`config.mk`:
```
export PLATFORM = sky130hd
export DESIGN_NAME = pixel_stream_tx
export DESIGN_NICKNAME = d
export VERILOG_FILES = /design/src/rtl/pixel_stream_tx.sv
export SDC_FILE = /design/constraint.sdc
export NUM_CORES = 1
export LEC_CHECK = 0
export CORE_UTILIZATION = 56
export DETAILED_ROUTE_END_ITERATION = 12
export HOLD_SLACK_MARGIN = 0.02
export PLACE_DENSITY = 0.82
export SYNTH_ARGS = -nofsm -noshare
export SYNTH_HDL_FRONTEND = slang
export SYNTH_SLANG_ARGS = --single-unit
export TNS_END_PERCENT = 10
```
`constraint.sdc`:
```
create_clock -name clk -period 4.09 [get_ports clk]
set_clock_uncertainty 0.05 [all_clocks]
set_input_delay 0.409 -clock clk [delete_from_list [all_inputs] [get_ports clk]]
set_output_delay 0.409 -clock clk [all_outputs]
set_load 0.1 [all_outputs]
```
`src/rtl/pixel_stream_tx.sv`:
```
// rtl/pixel_stream_tx.sv - raster-order frame memory reader driving a valid/ready pixel stream
// Optional per-beat m_border output is enabled by PIXEL_STREAM_TX_BORDER_EN.
module pixel_stream_tx #(
  parameter int DATA_W     = 8,
  parameter int MAX_WIDTH  = 512,
  parameter int MAX_HEIGHT = 512,
  parameter int ADDR_W     = 18
) (
  input  logic              clk,
  input  logic              rst_n,
  input  logic              start,
  input  logic [15:0]       img_height,
  input  logic [15:0]       img_width,
  output logic              busy,
  output logic              done,
  output logic              err,
  output logic              mem_rd_en,
  output logic [ADDR_W-1:0] mem_rd_addr,
  input  logic [DATA_W-1:0] mem_rd_data,
  output logic              m_valid,
  input  logic              m_ready,
  output logic [DATA_W-1:0] m_data,
  output logic              m_sof,
  output logic              m_eol,
  output logic              m_eof
`ifdef PIXEL_STREAM_TX_BORDER_EN
  ,
  output logic              m_border
`endif
);

  typedef enum logic [2:0] {S_IDLE, S_CHECK, S_STREAM, S_DRAIN, S_FINISH} state_t;

  localparam logic [15:0] MAX_W = 16'(MAX_WIDTH);
  localparam logic [15:0] MAX_H = 16'(MAX_HEIGHT);

  state_t state, state_nxt;

  logic [15:0]       width_q, height_q, row_q, col_q;
  logic [ADDR_W-1:0] addr_q;
  logic              err_q;
  logic              rd_pend_q;
  logic [2:0]        rd_meta_q;
  logic [DATA_W-1:0] fifo_data [2];
  logic [2:0]        fifo_meta [2];
  logic              wr_ptr, rd_ptr;
  logic [1:0]        count;

  logic       dims_bad, col_last, row_last, last_pix;
  logic       pop, push, issue;
  logic [2:0] occ_after;

  assign dims_bad = (width_q == 16'd0) || (height_q == 16'd0) ||
                    (width_q > MAX_W) || (height_q > MAX_H);
  assign col_last = (col_q == width_q - 16'd1);
  assign row_last = (row_q == height_q - 16'd1);
  assign last_pix = col_last && row_last;

  // Occupancy the buffer will reach counting the read already in flight; a new
  // read may only be issued when a slot is guaranteed for its data.
  assign m_valid   = (count != 2'd0);
  assign pop       = m_valid && m_ready;
  assign push      = rd_pend_q;
  assign occ_after = {1'b0, count} + {2'b00, rd_pend_q} - {2'b00, pop};
  assign issue     = (state == S_STREAM) && (occ_after < 3'd2);

  always_ff @(posedge clk or negedge rst_n) begin
    if (!rst_n) state <= S_IDLE;
    else        state <= state_nxt;
  end

  always_comb begin
    state_nxt = state;
    case (state)
      S_IDLE:   if (start) state_nxt = S_CHECK;
      S_CHECK:  state_nxt = dims_bad ? S_FINISH : S_STREAM;
      S_STREAM: if (issue && last_pix) state_nxt = S_DRAIN;
      S_DRAIN:  if (pop && fifo_meta[rd_ptr][0]) state_nxt = S_FINISH;
      S_FINISH: state_nxt = S_IDLE;
      default:  state_nxt = S_IDLE;
    endcase
  end

`ifdef PIXEL_STREAM_TX_BORDER_EN
  logic rd_border_q;
  logic fifo_border [2];
`endif

  always_ff @(posedge clk or negedge rst_n) begin
    if (!rst_n) begin
      width_q   <= '0;
      height_q  <= '0;
      row_q     <= '0;
      col_q     <= '0;
      addr_q    <= '0;
      err_q     <= 1'b0;
      rd_pend_q <= 1'b0;
      rd_meta_q <= '0;
`ifdef PIXEL_STREAM_TX_BORDER_EN
      rd_border_q <= 1'b0;
`endif
    end else begin
      rd_pend_q <= issue;
      if (state == S_IDLE && start) begin
        width_q  <= img_width;
        height_q <= img_height;
        err_q    <= 1'b0;
      end
      if (state == S_CHECK) begin
        if (dims_bad) begin
          err_q <= 1'b1;
        end else begin
          addr_q <= '0;
          row_q  <= '0;
          col_q  <= '0;
        end
      end
      if (issue) begin
        rd_meta_q <= {(row_q == 16'd0) && (col_q == 16'd0), col_last, last_pix};
`ifdef PIXEL_STREAM_TX_BORDER_EN
        rd_border_q <= (row_q == 16'd0) || row_last || (col_q == 16'd0) || col_last;
`endif
        if (!last_pix) addr_q <= addr_q + ADDR_W'(1);
        if (col_last) begin
          col_q <= '0;
          row_q <= row_q + 16'd1;
        end else begin
          col_q <= col_q + 16'd1;
        end
      end
    end
  end

  // Two-entry output buffer; each entry carries its pixel and markers together.
  always_ff @(posedge clk or negedge rst_n) begin
    if (!rst_n) begin
      wr_ptr <= 1'b0;
      rd_ptr <= 1'b0;
      count  <= '0;
      for (int i = 0; i < 2; i++) begin
        fifo_data[i] <= '0;
        fifo_meta[i] <= '0;
`ifdef PIXEL_STREAM_TX_BORDER_EN
        fifo_border[i] <= 1'b0;
`endif
      end
    end else begin
      if (push) begin
        fifo_data[wr_ptr] <= mem_rd_data;
        fifo_meta[wr_ptr] <= rd_meta_q;
`ifdef PIXEL_STREAM_TX_BORDER_EN
        fifo_border[wr_ptr] <= rd_border_q;
`endif
        wr_ptr <= ~wr_ptr;
      end
      if (pop) rd_ptr <= ~rd_ptr;
      count <= count + {1'b0, push} - {1'b0, pop};
    end
  end

  assign m_data = m_valid ? fifo_data[rd_ptr] : '0;
  assign m_sof  = m_valid && fifo_meta[rd_ptr][2];
  assign m_eol  = m_valid && fifo_meta[rd_ptr][1];
  assign m_eof  = m_valid && fifo_meta[rd_ptr][0];
`ifdef PIXEL_STREAM_TX_BORDER_EN
  assign m_border = m_valid && fifo_border[rd_ptr];
`endif

  assign busy        = (state == S_CHECK) || (state == S_STREAM) || (state == S_DRAIN);
  assign done        = (state == S_FINISH);
  assign err         = err_q;
  assign mem_rd_en   = issue;
  assign mem_rd_addr = addr_q;

endmodule

```
==> flow_summary_export.csv, run 1 <==
group,metric,value,unit
run_status,status,"complete, no violations",
global_routing,antenna_found_initial,0,
worst_setup_path,cp_common_cell,"inv_1",
detailed_routing,dr_wl_met3,1007,um
synthesis,synth_area_leaders,"dfrtp_1, mux2_2, xnor2_1",
synthesis,ys_seq_area_share,44.76,%
clock_network,clk_latency,0.41,ns
worst_setup_path,crit_arrival,3.36,ns
synthesis,netlist_area,6485,um^2
sta,fin_tns_setup,0,ns
worst_setup_path,worstSetupEndpointType,"output port",
worst_setup_path,start_kind,"flip-flop",
synthesis,ys_types,66,
die,start_util,58.54,%
worst_setup_path,crit_chain,"nor2_1, inv_1, nand2_1, inv_1, ha_1, inv_1, ha_1, inv_1, fa_1, xnor2_1, nand4_1, inv_2, buf_4, buf_12",
detailed_routing,vias,5465,
sta,min_period_over_period,93.49,%
clock_network,clock_path_buffers,2,
cells_and_area,drive_gt1_share,14.52,%
clock_network,numClockSinks,116,
cells_and_area,stdcell_area,7975,um^2
flow_run,maxCapViolCount,0,
worst_setup_path,cp_max_fo,14,
worst_setup_path,cp_data_required_time,3.63,ns
synthesis,synth.top_cell.area_share,44.76,%
detailed_routing,drtAntennaViolNets,0,
sta,rsz0062_at_grt,"no",
synthesis,yosysMostFrequentCell,"dfrtp_1",
clock_network,clk_pin_slew,0.05,ns
global_routing,grt_overflow,0,
die,io_pins,78,
detailed_routing,dr.max_layer_used,"met4",
power_and_ir_drop,leakage,3.524,nW
placed_design,gp_congestion,0.9264,
clock_network,cts-htree-levels,4,
sta,setup_viol,0,
detailed_routing,wl_met2,7641,um
synthesis,synth_seq_cells,116,
synthesis,synth_top_area_cell,"dfrtp_1",
synthesis,netlist_instances,650,
placed_design,place_area,7395,um^2
detailed_routing,drc,0,
synthesis,synthTopCellsByCount,"dfrtp_1, nand2_1, mux2_2",
detailed_routing,drt_iter0_markers,546,
synthesis,postSynthAreaPerCell,9.977,um^2
sta,fmax,0.2615,GHz
clock_network,cts_buffers,17,
clock_network,cts_tree,"built",
min_path,hold_class,"flip-flop to flip-flop",
global_routing,grt_pass1_vias,5477,
sta,maxSlewHeadroom,33.84,%
power_and_ir_drop,power_density,645.3,nW/um^2
sta,final.min_clock_period,3.824,ns
detailed_routing,wl_met1,6981,um
clock_network,cts_setup_buffers,0,
sta,finalMaxSlewViolations,0,
power_and_ir_drop,peakVddDrop,0.0008256,V
synthesis,synth-edff-count,0,
cells_and_area,antenna_cells,0,
sta,hold_viol,0,
worst_setup_path,cp_slowest_stage_delay,0.43,ns
worst_setup_path,crit_slowest_cell,"dfrtp_1",
global_routing,grt_pass1_wl,26210,um
global_routing,grt_max_degree,45,
die,coreArea,11080,um^2
synthesis,async_reset_ff_share,100.0,%
worst_setup_path,reg2reg_slack,0.31,ns
sta,tightest_slew,0.9893,ns
die,die_area,12010,um^2
synthesis,yosys_most_used_dff,"dfrtp_1",
die,fp.dieH,109.6,um
detailed_routing,via_per_inst,6.231,
die,die_x,109.6,um
synthesis,yosysWarningCount,0,
worst_setup_path,critical_path_class,"flip-flop to output port",
placed_design,hpwl,10890,um
die,placementRows,38,
global_routing,track_usage,28.59,%
synthesis,syn_nets,705,
cells_and_area,finalNetCount,781,
clock_network,root_buffer,"clkbuf_16",
detailed_routing,first_pass_iters,5,
detailed_routing,wl_per_cell,18.16,um
cells_and_area,area_growth,22.98,%
detailed_routing,wirelength,15930,um
placed_design,port_buffers,77,
## worst paths after layout
| check | start | to | cells after the start |
|---|---|---|---|
| max | count[1]$_DFF_PN0_ | mem_rd_en | 14 |
| min | mem_rd_addr[17]$_DFF_PN0_ | mem_rd_addr[17]$_DFF_PN0_ | 1 |
| max reg2reg | height_q[0]$_DFFE_PN0P_ | mem_rd_addr[10]$_DFF_PN0_ | 10 |
| min reg2reg | mem_rd_addr[17]$_DFF_PN0_ | mem_rd_addr[17]$_DFF_PN0_ | 1 |
| max in group asynchronous | rst_n | mem_rd_addr[14]$_DFF_PN0_ | 3 |
| min in group asynchronous | rst_n | height_q[6]$_DFFE_PN0P_ | 2 |
## placed cells by master (no fill, tap or decap), types with 22 or more instances in the layout
cell type / synthesis / layout
dfrtp_1: 116 / 116
clkdlybuf4s50_1: 0 / 75
nand2_1: 55 / 55
mux2_2: 48 / 48
nor2_1: 45 / 44
xnor2_1: 28 / 28
and3_1: 23 / 23
o211ai_1: 23 / 23
mux2i_1: 23 / 23
inv_1: 23 / 22
## power by group
| group | internal (W) | switching, W |
|---|---|---|
| clock | 0.000933 | 0.000489 |
| combinational | 0.000677 | 0.00154 |
| sequential | 0.00132 | 0.000187 |
| total | 0.00293 | 0.00221 |
## worst max-delay path: cells and delay by family (launching register included)
kind | cells | cell delay (ns)
adder cells (fa/ha/maj) | 3 | 0.80
buffers and inverters | 7 | 0.97
AND/OR/NAND/NOR | 3 | 0.60
flip-flops | 1 | 0.43
XOR/XNOR | 1 | 0.15
## registers in the layout, summed over array words and instances, names as in the netlist, 3 cells and up
signal	cells
width_q	16
state	3
col_q	16
height_q	16
mem_rd_addr	18
rd_meta_q	3
row_q	16
fifo_data	16
fifo_meta	6
## area by class of cell
type                       instances  area, um^2
clock buffer                      25       485.5
clock inverter                     5       75.07
fill                             808        3103
inverter                          23       86.33
multi-input combinational        476        3357
sequential                       116        2903
tap                              140       175.2
timing repair buffer              92       893.4
## what timing repair did
item,in CTS,in global routing
endpoints found under the setup margin,0,10
endpoints found under the hold margin,42,0
gates resized for setup,0,1
hold buffers,1,0
## metrics by stage
stage / cells / hold slack, ns / util, % / worst slack, ns / power, W
3_5_place_dp: 845 / 0.3955 / 66.75 / 0.3588 / 0.003718
2_1_floorplan: 650 / 0.06341 / - / 0.1923 / 0.003135
5_1_grt: 877 / 0.4625 / 71.99 / 0.02678 / 0.005371
4_1_cts: 876 / 0.4367 / 71.90 / 0.2138 / 0.005142
6_report: 877 / 0.4296 / 71.99 / 0.2662 / 0.005146
3_3_place_gp: 845 / 0.3880 / 66.75 / 0.4665 / 0.003651
## cell families (layout without fill, tap and decap cells)
kind of cell | count (synthesis) | in the layout | synth area share, %
buf+inv | 59 | 145 | 3.666
flops | 116 | 116 | 44.76
compound gates | 119 | 119 | 12.79
mux | 72 | 72 | 12.06
xor+xnor | 43 | 43 | 5.808
simple gates | 230 | 231 | 18.68
fa+ha+maj | 11 | 11 | 2.238
## per-layer routing
metal / track usage [%] / vias to the layer above
met5: 0 / -
met3: 6.935 / 33
li1: - / 2539
met2: 46.23 / 241
met4: 12.48 / 0
met1: 36.58 / 2652
Power figures use the tool's default switching activity.
==> run 2: changes to the inputs <==
--- a/config.mk
+++ b/config.mk
@@ -5,6 +5,7 @@
 export SDC_FILE = /design/constraint.sdc
 export NUM_CORES = 1
 export LEC_CHECK = 0
+export CORE_MARGIN = 2
 export CORE_UTILIZATION = 56
 export DETAILED_ROUTE_END_ITERATION = 12
 export HOLD_SLACK_MARGIN = 0.02
==> flow_summary_export.csv, run 2 (synthesis gave the netlist of run 1 again) <==
group,metric,value,unit
detailed_routing,drc,0,
worst_setup_path,worstSetupEndpointType,"flip-flop",
worst_setup_path,start_kind,"flip-flop",
detailed_routing,first_pass_iters,5,
clock_network,clock_path_buffers,2,
die,start_util,57.04,%
sta,finalMaxSlewViolations,0,
min_path,hold_class,"input pin to asynchronous set/reset pin",
detailed_routing,drt_iter0_markers,374,
run_status,status,"complete, no violations",
global_routing,antenna_found_initial,0,
cells_and_area,largest_reg_flops,18,
worst_setup_path,reg2reg_slack,0.28,ns
placed_design,hpwl,10840,um
detailed_routing,drtAntennaViolNets,0,
worst_setup_path,cp_data_required_time,4.38,ns
placed_design,post-place-ws,0.2878,ns
cells_and_area,final_cell_mix,"dfrtp_1, clkdlybuf4s50_1, nand2_1",
worst_setup_path,cp_max_fo,19,
cells_and_area,drive_gt1_share,15.33,%
global_routing,grt_pass1_wl,26160,um
detailed_routing,vias,5430,
cells_and_area,final_common_cell,"dfrtp_1",
cells_and_area,antenna_cells,0,
die,placementRows,39,
detailed_routing,wl_per_cell,17.85,um
global_routing,grt_max_degree,79,
global_routing,track_usage,26.20,%
sta,min_period_over_period,93.12,%
power_and_ir_drop,leakage,3.529,nW
sta,fin_tns_setup,0,ns
clock_network,cts_tree,"built",
cells_and_area,finalNetCount,779,
die,die_x,111.6,um
die,die_area,12460,um^2
detailed_routing,wirelength,15710,um
clock_network,clk_pin_slew,0.06,ns
placed_design,gp_congestion,0.9440,
clock_network,cts_hold_buf,0,
sta,fin_ws,0.2816,ns
flow_run,maxCapViolCount,0,
sta,rsz0062_at_grt,"no",
worst_setup_path,critical_path_class,"flip-flop to flip-flop",
placed_design,port_buffers,77,
sta,fmax,0.2626,GHz
global_routing,grt_overflow,0,
detailed_routing,via_per_inst,6.170,
sta,setup_viol,0,
sta,tightest_slew,1.016,ns
worst_setup_path,crit_arrival,4.10,ns
clock_network,numClockSinks,116,
clock_network,cts-htree-levels,4,
clock_network,root_buffer,"clkbuf_16",
sta,maxSlewHeadroom,32.01,%
power_and_ir_drop,peakVddDrop,0.0008745,V
global_routing,grt_pass1_vias,5442,
clock_network,clk_latency,0.42,ns
cells_and_area,area_growth,23.36,%
die,io_pins,78,
sta,hold_viol,0,
power_and_ir_drop,power_density,659.5,nW/um^2
die,fp.dieH,111.6,um
sta,final.min_clock_period,3.808,ns
die,coreArea,11370,um^2
clock_network,cts_buffers,17,
[run 2: stage by stage]
| step | util [%] | power, W | cells | instance area [um^2] | hold slack, ns |
|---|---|---|---|---|---|
| global placement | 64.94 | 0.003643 | 846 | 7383 | 0.4270 |
| finish | 70.36 | 0.005276 | 880 | 8000 | 0.09025 |
| CTS | 70.23 | 0.005249 | 878 | 7985 | 0.1440 |
| global route | 70.36 | 0.005503 | 880 | 8000 | 0.1890 |
| detailed placement | 64.94 | 0.003716 | 846 | 7383 | 0.4266 |
| floorplan | - | 0.003135 | 650 | 6486 | 0.06341 |
[run 2: area by class of cell]
class / count / area (um^2)
timing repair buffer: 91 / 883.3
clock buffer: 19 / 452.9
fill: 835 / 3369
inverter: 23 / 86.33
sequential: 116 / 2903
clock inverter: 13 / 148.9
tap: 143 / 178.9
multi-input combinational: 475 / 3347
[run 2: worst paths after layout]
check,start,to,depth (start not counted)
min reg2reg,wr_ptr$_DFFE_PN0P_,wr_ptr$_DFFE_PN0P_,1
max reg2reg,height_q[0]$_DFFE_PN0P_,mem_rd_addr[7]$_DFF_PN0_,11
max in group asynchronous,rst_n,width_q[11]$_DFFE_PN0P_,2
min,rst_n,fifo_data[13]$_DFFE_PN0P_,1
max,height_q[0]$_DFFE_PN0P_,mem_rd_addr[7]$_DFF_PN0_,11
min in group clk,wr_ptr$_DFFE_PN0P_,wr_ptr$_DFFE_PN0P_,1
[run 2: repair_timing]
action / in CTS / in global routing
endpoints found under the setup margin: 0 / 2
setup buffers: 0 / 2
gates resized for setup: 0 / 1
[run 2: report_power, final]
group | internal [W] | switching, W
combinational | 0.000710 | 0.00156
sequential | 0.00132 | 0.000188
clock | 0.000935 | 0.000566
total | 0.00296 | 0.00231
[run 2: metal layers]
| layer | GRT usage [%] | part of all wire [%] |
|---|---|---|
| met2 | 44.67 | 51 |
| met5 | 0 | 0 |
| met4 | 10.37 | 2.3 |
| met3 | 5.770 | 4.7 |
| met1 | 32.70 | 42 |
[run 2: worst max-delay path, cell delays in order (launching register included)]
cell	delay, ns
dfrtp_1	0.42
inv_1	0.10
ha_1	0.26
or4b_1	0.60
nor4_2	0.50
mux2_1	0.38
a31oi_1	0.18
a41oi_1	0.12
nor3_4	0.65
buf_4	0.24
o31ai_1	0.07
a21oi_1	0.15
==> variant: new RTL, config.mk and constraints of run 1 <==
Reset style: synchronous (`rst_n`), changed in 3 clocked blocks.
--- a/src/rtl/pixel_stream_tx.sv
+++ b/src/rtl/pixel_stream_tx.sv
@@ -64,7 +64,7 @@
   assign occ_after = {1'b0, count} + {2'b00, rd_pend_q} - {2'b00, pop};
   assign issue     = (state == S_STREAM) && (occ_after < 3'd2);
 
-  always_ff @(posedge clk or negedge rst_n) begin
+  always_ff @(posedge clk) begin
     if (!rst_n) state <= S_IDLE;
     else        state <= state_nxt;
   end
@@ -86,7 +86,7 @@
   logic fifo_border [2];
 `endif
 
-  always_ff @(posedge clk or negedge rst_n) begin
+  always_ff @(posedge clk) begin
     if (!rst_n) begin
       width_q   <= '0;
       height_q  <= '0;
@@ -132,7 +132,7 @@
   end
 
   // Two-entry output buffer; each entry carries its pixel and markers together.
-  always_ff @(posedge clk or negedge rst_n) begin
+  always_ff @(posedge clk) begin
     if (!rst_n) begin
       wr_ptr <= 1'b0;
       rd_ptr <= 1'b0;
Behaviour: differs if rst_n is asserted again (counterexample within 4 cycles, from zero or initial values and one cycle with rst_n low); with rst_n held inactive, the same outputs for 4 cycles.
==> variant against run 1 <==
  * Global-route usage down 0.38 points
  * Critical path depth down 3
  * Hold slack worse by 0.010 ns
  * Design area up 4.4%
  * Fmax up 2.1%
  * Area after synthesis up 5.5%
  * Sequential cell count up 1
  * Setup slack better by 0.079 ns
  * Register-to-register slack better by 0.03 ns
  * Wire length up 7.2%
  * Largest cell class unchanged
Power is not compared: it rests on default switching activity, and its combinational part moved more than twofold at a synthesized area within 25%.
==> variant: results (changes against run 1) <==
* Maximum number of pins on one net before global-route repair at 48 (was 45)
* Largest cells by area after synthesis: dfxtp_1 28%, edfxtp_1 9.7%, nand2_1 5.9% (was dfrtp_1 45%, mux2_2 8.3%, xnor2_1 3.8%)
* Status: completed (unchanged)
* Final-layout clock-cell area share at 7.41% (was 7.03%)
* Post-synthesis sequential area ratio at 37.5% (was 44.8%)
* Pre-Repair DR Iteration Count at 4 (was 5)
* Post-route fraction of the period consumed by the critical path at 91.6% (was 93.5%)
* Seq area share at 30.8% (was 36.4%)
* Number of flops mapped to enable cells by yosys at 22 (was 0)
* CP max-delay cell: or4b_1 (was dfrtp_1)
* Commonest cells in the netlist: 107 x nand2_1, 95 x dfxtp_1, 55 x nor2_1 (was 116 x dfrtp_1, 55 x nand2_1, 48 x mux2_2)
* Avg WL per Cell at 16.4 um (was 18.2 um)
* Count of plain and timing-repair buffers at 90 (was 92)
* Measured slew at the worst slew-check pin at 0.985 ns (was 0.989 ns)
* Placed wire-length estimate at 12.0 mm (was 10.9 mm)
* Share of flip-flops with an asynchronous set or reset at 0% (was 100%)
* Global-route wire length before repair at 28.5 mm (was 26.2 mm)
* Routability Congestion at 0.867 (was 0.926)
* Worst Path Arrival at 4.05 ns (was 3.36 ns)
* Yosys cell types at 72 (was 66)
* Total nets after synthesis at 874 (was 705)
* Max FO, Critical Path at 33 (was 14)
* Total number of yosys warnings at 0 (unchanged)
* Layout non-clock buf frac at 10.5% (was 11.2%)
* Leading cell type in the layout, fill and taps excluded: nand2_1 (was dfrtp_1)
* Antenna violations before repair at 0 (unchanged)
* Via count at 6,227 (was 5,465)
* Number of clock buffers in the layout at 20 (was 25)
* Number of fill cells at 937 (was 808)
* Layout cell share with drive strength beyond 1 at 8.30% (was 14.5%)
* Gate family responsible for the most delay along the worst path: simple AND/OR/NAND/NOR gates (was buffers and inverters)
* Synthesized flop and latch total at 117 (was 116)
* Number of non-clock inverters at 28 (was 23)
* Global routing usage summed across all routing layers at 28.2% (was 28.6%)
* Number of violations reported at the end of detailed-routing iteration 0 at 426 (was 546)
* Multi-input gate share of the layout cell area at 47.7% (was 42.1%)
* Slowest cell delay on critical path at 0.65 ns (was 0.43 ns)
* Count of H-tree levels built during CTS at 4 (unchanged)
* Final layout net count at 934 (was 781)
* Via count of the first global-routing pass at 6,098 (was 5,477)
* Count of multi-input gates at 625 (was 476)
[variant: cell families (layout without fill, tap and decap cells)]
group / Yosys count / in the layout / synth area share (%)
AOI/OAI and AO/OA: 177 / 177 / 18.4
xor gates and xnor gates: 41 / 41 / 5.25
muxes: 14 / 14 / 2.05
buffers and inverters: 77 / 150 / 4.79
DFF: 117 / 117 / 37.5
and+or+nand+nor: 382 / 382 / 29.9
adders and majority gates: 11 / 11 / 2.12
[variant: path summary, 6_finish.rpt]
kind | start | slack (ns) | endpoint | cells after the start
min | err | 0.42 | err | 2
min reg2reg | err | 0.42 | err | 2
max reg2reg | height_q[0] | 0.34 | mem_rd_addr[7] | 11
max | height_q[0] | 0.34 | mem_rd_addr[7] | 11
[variant: metal layers]
layer	track usage [%]	up-vias	share of wire, %
met3	6.75	38	5.3
met2	48.9	198	50
met5	0	-	0
li1	-	3061	-
met4	11.8	0	1.9
met1	33.4	2930	43
[variant: report_power, final]
| part | internal, mW | total (mW) | switching (mW) |
|---|---|---|---|
| registers | 1.22 | 1.29 | 0.0676 |
| logic | 0.259 | 0.715 | 0.456 |
| clock network | 1.02 | 1.56 | 0.539 |
[variant: worst min-delay path: stages, from the launching register on]
cell and delay (ns):
dfxtp_1 0.30, nand2_1 0.05, a21boi_0 0.07
[variant: per-stage QoR]
stage	instance area, sq um	setup slack (ns)	power, mW	std cells
floorplan	6870	0.0435	1.82	819
global placement	7710	0.530	2.00	1007
detailed placement	7710	0.411	2.02	1007
CTS	8330	0.352	3.57	1039
global route	8330	0.0701	3.69	1039
finish	8330	0.345	3.56	1039
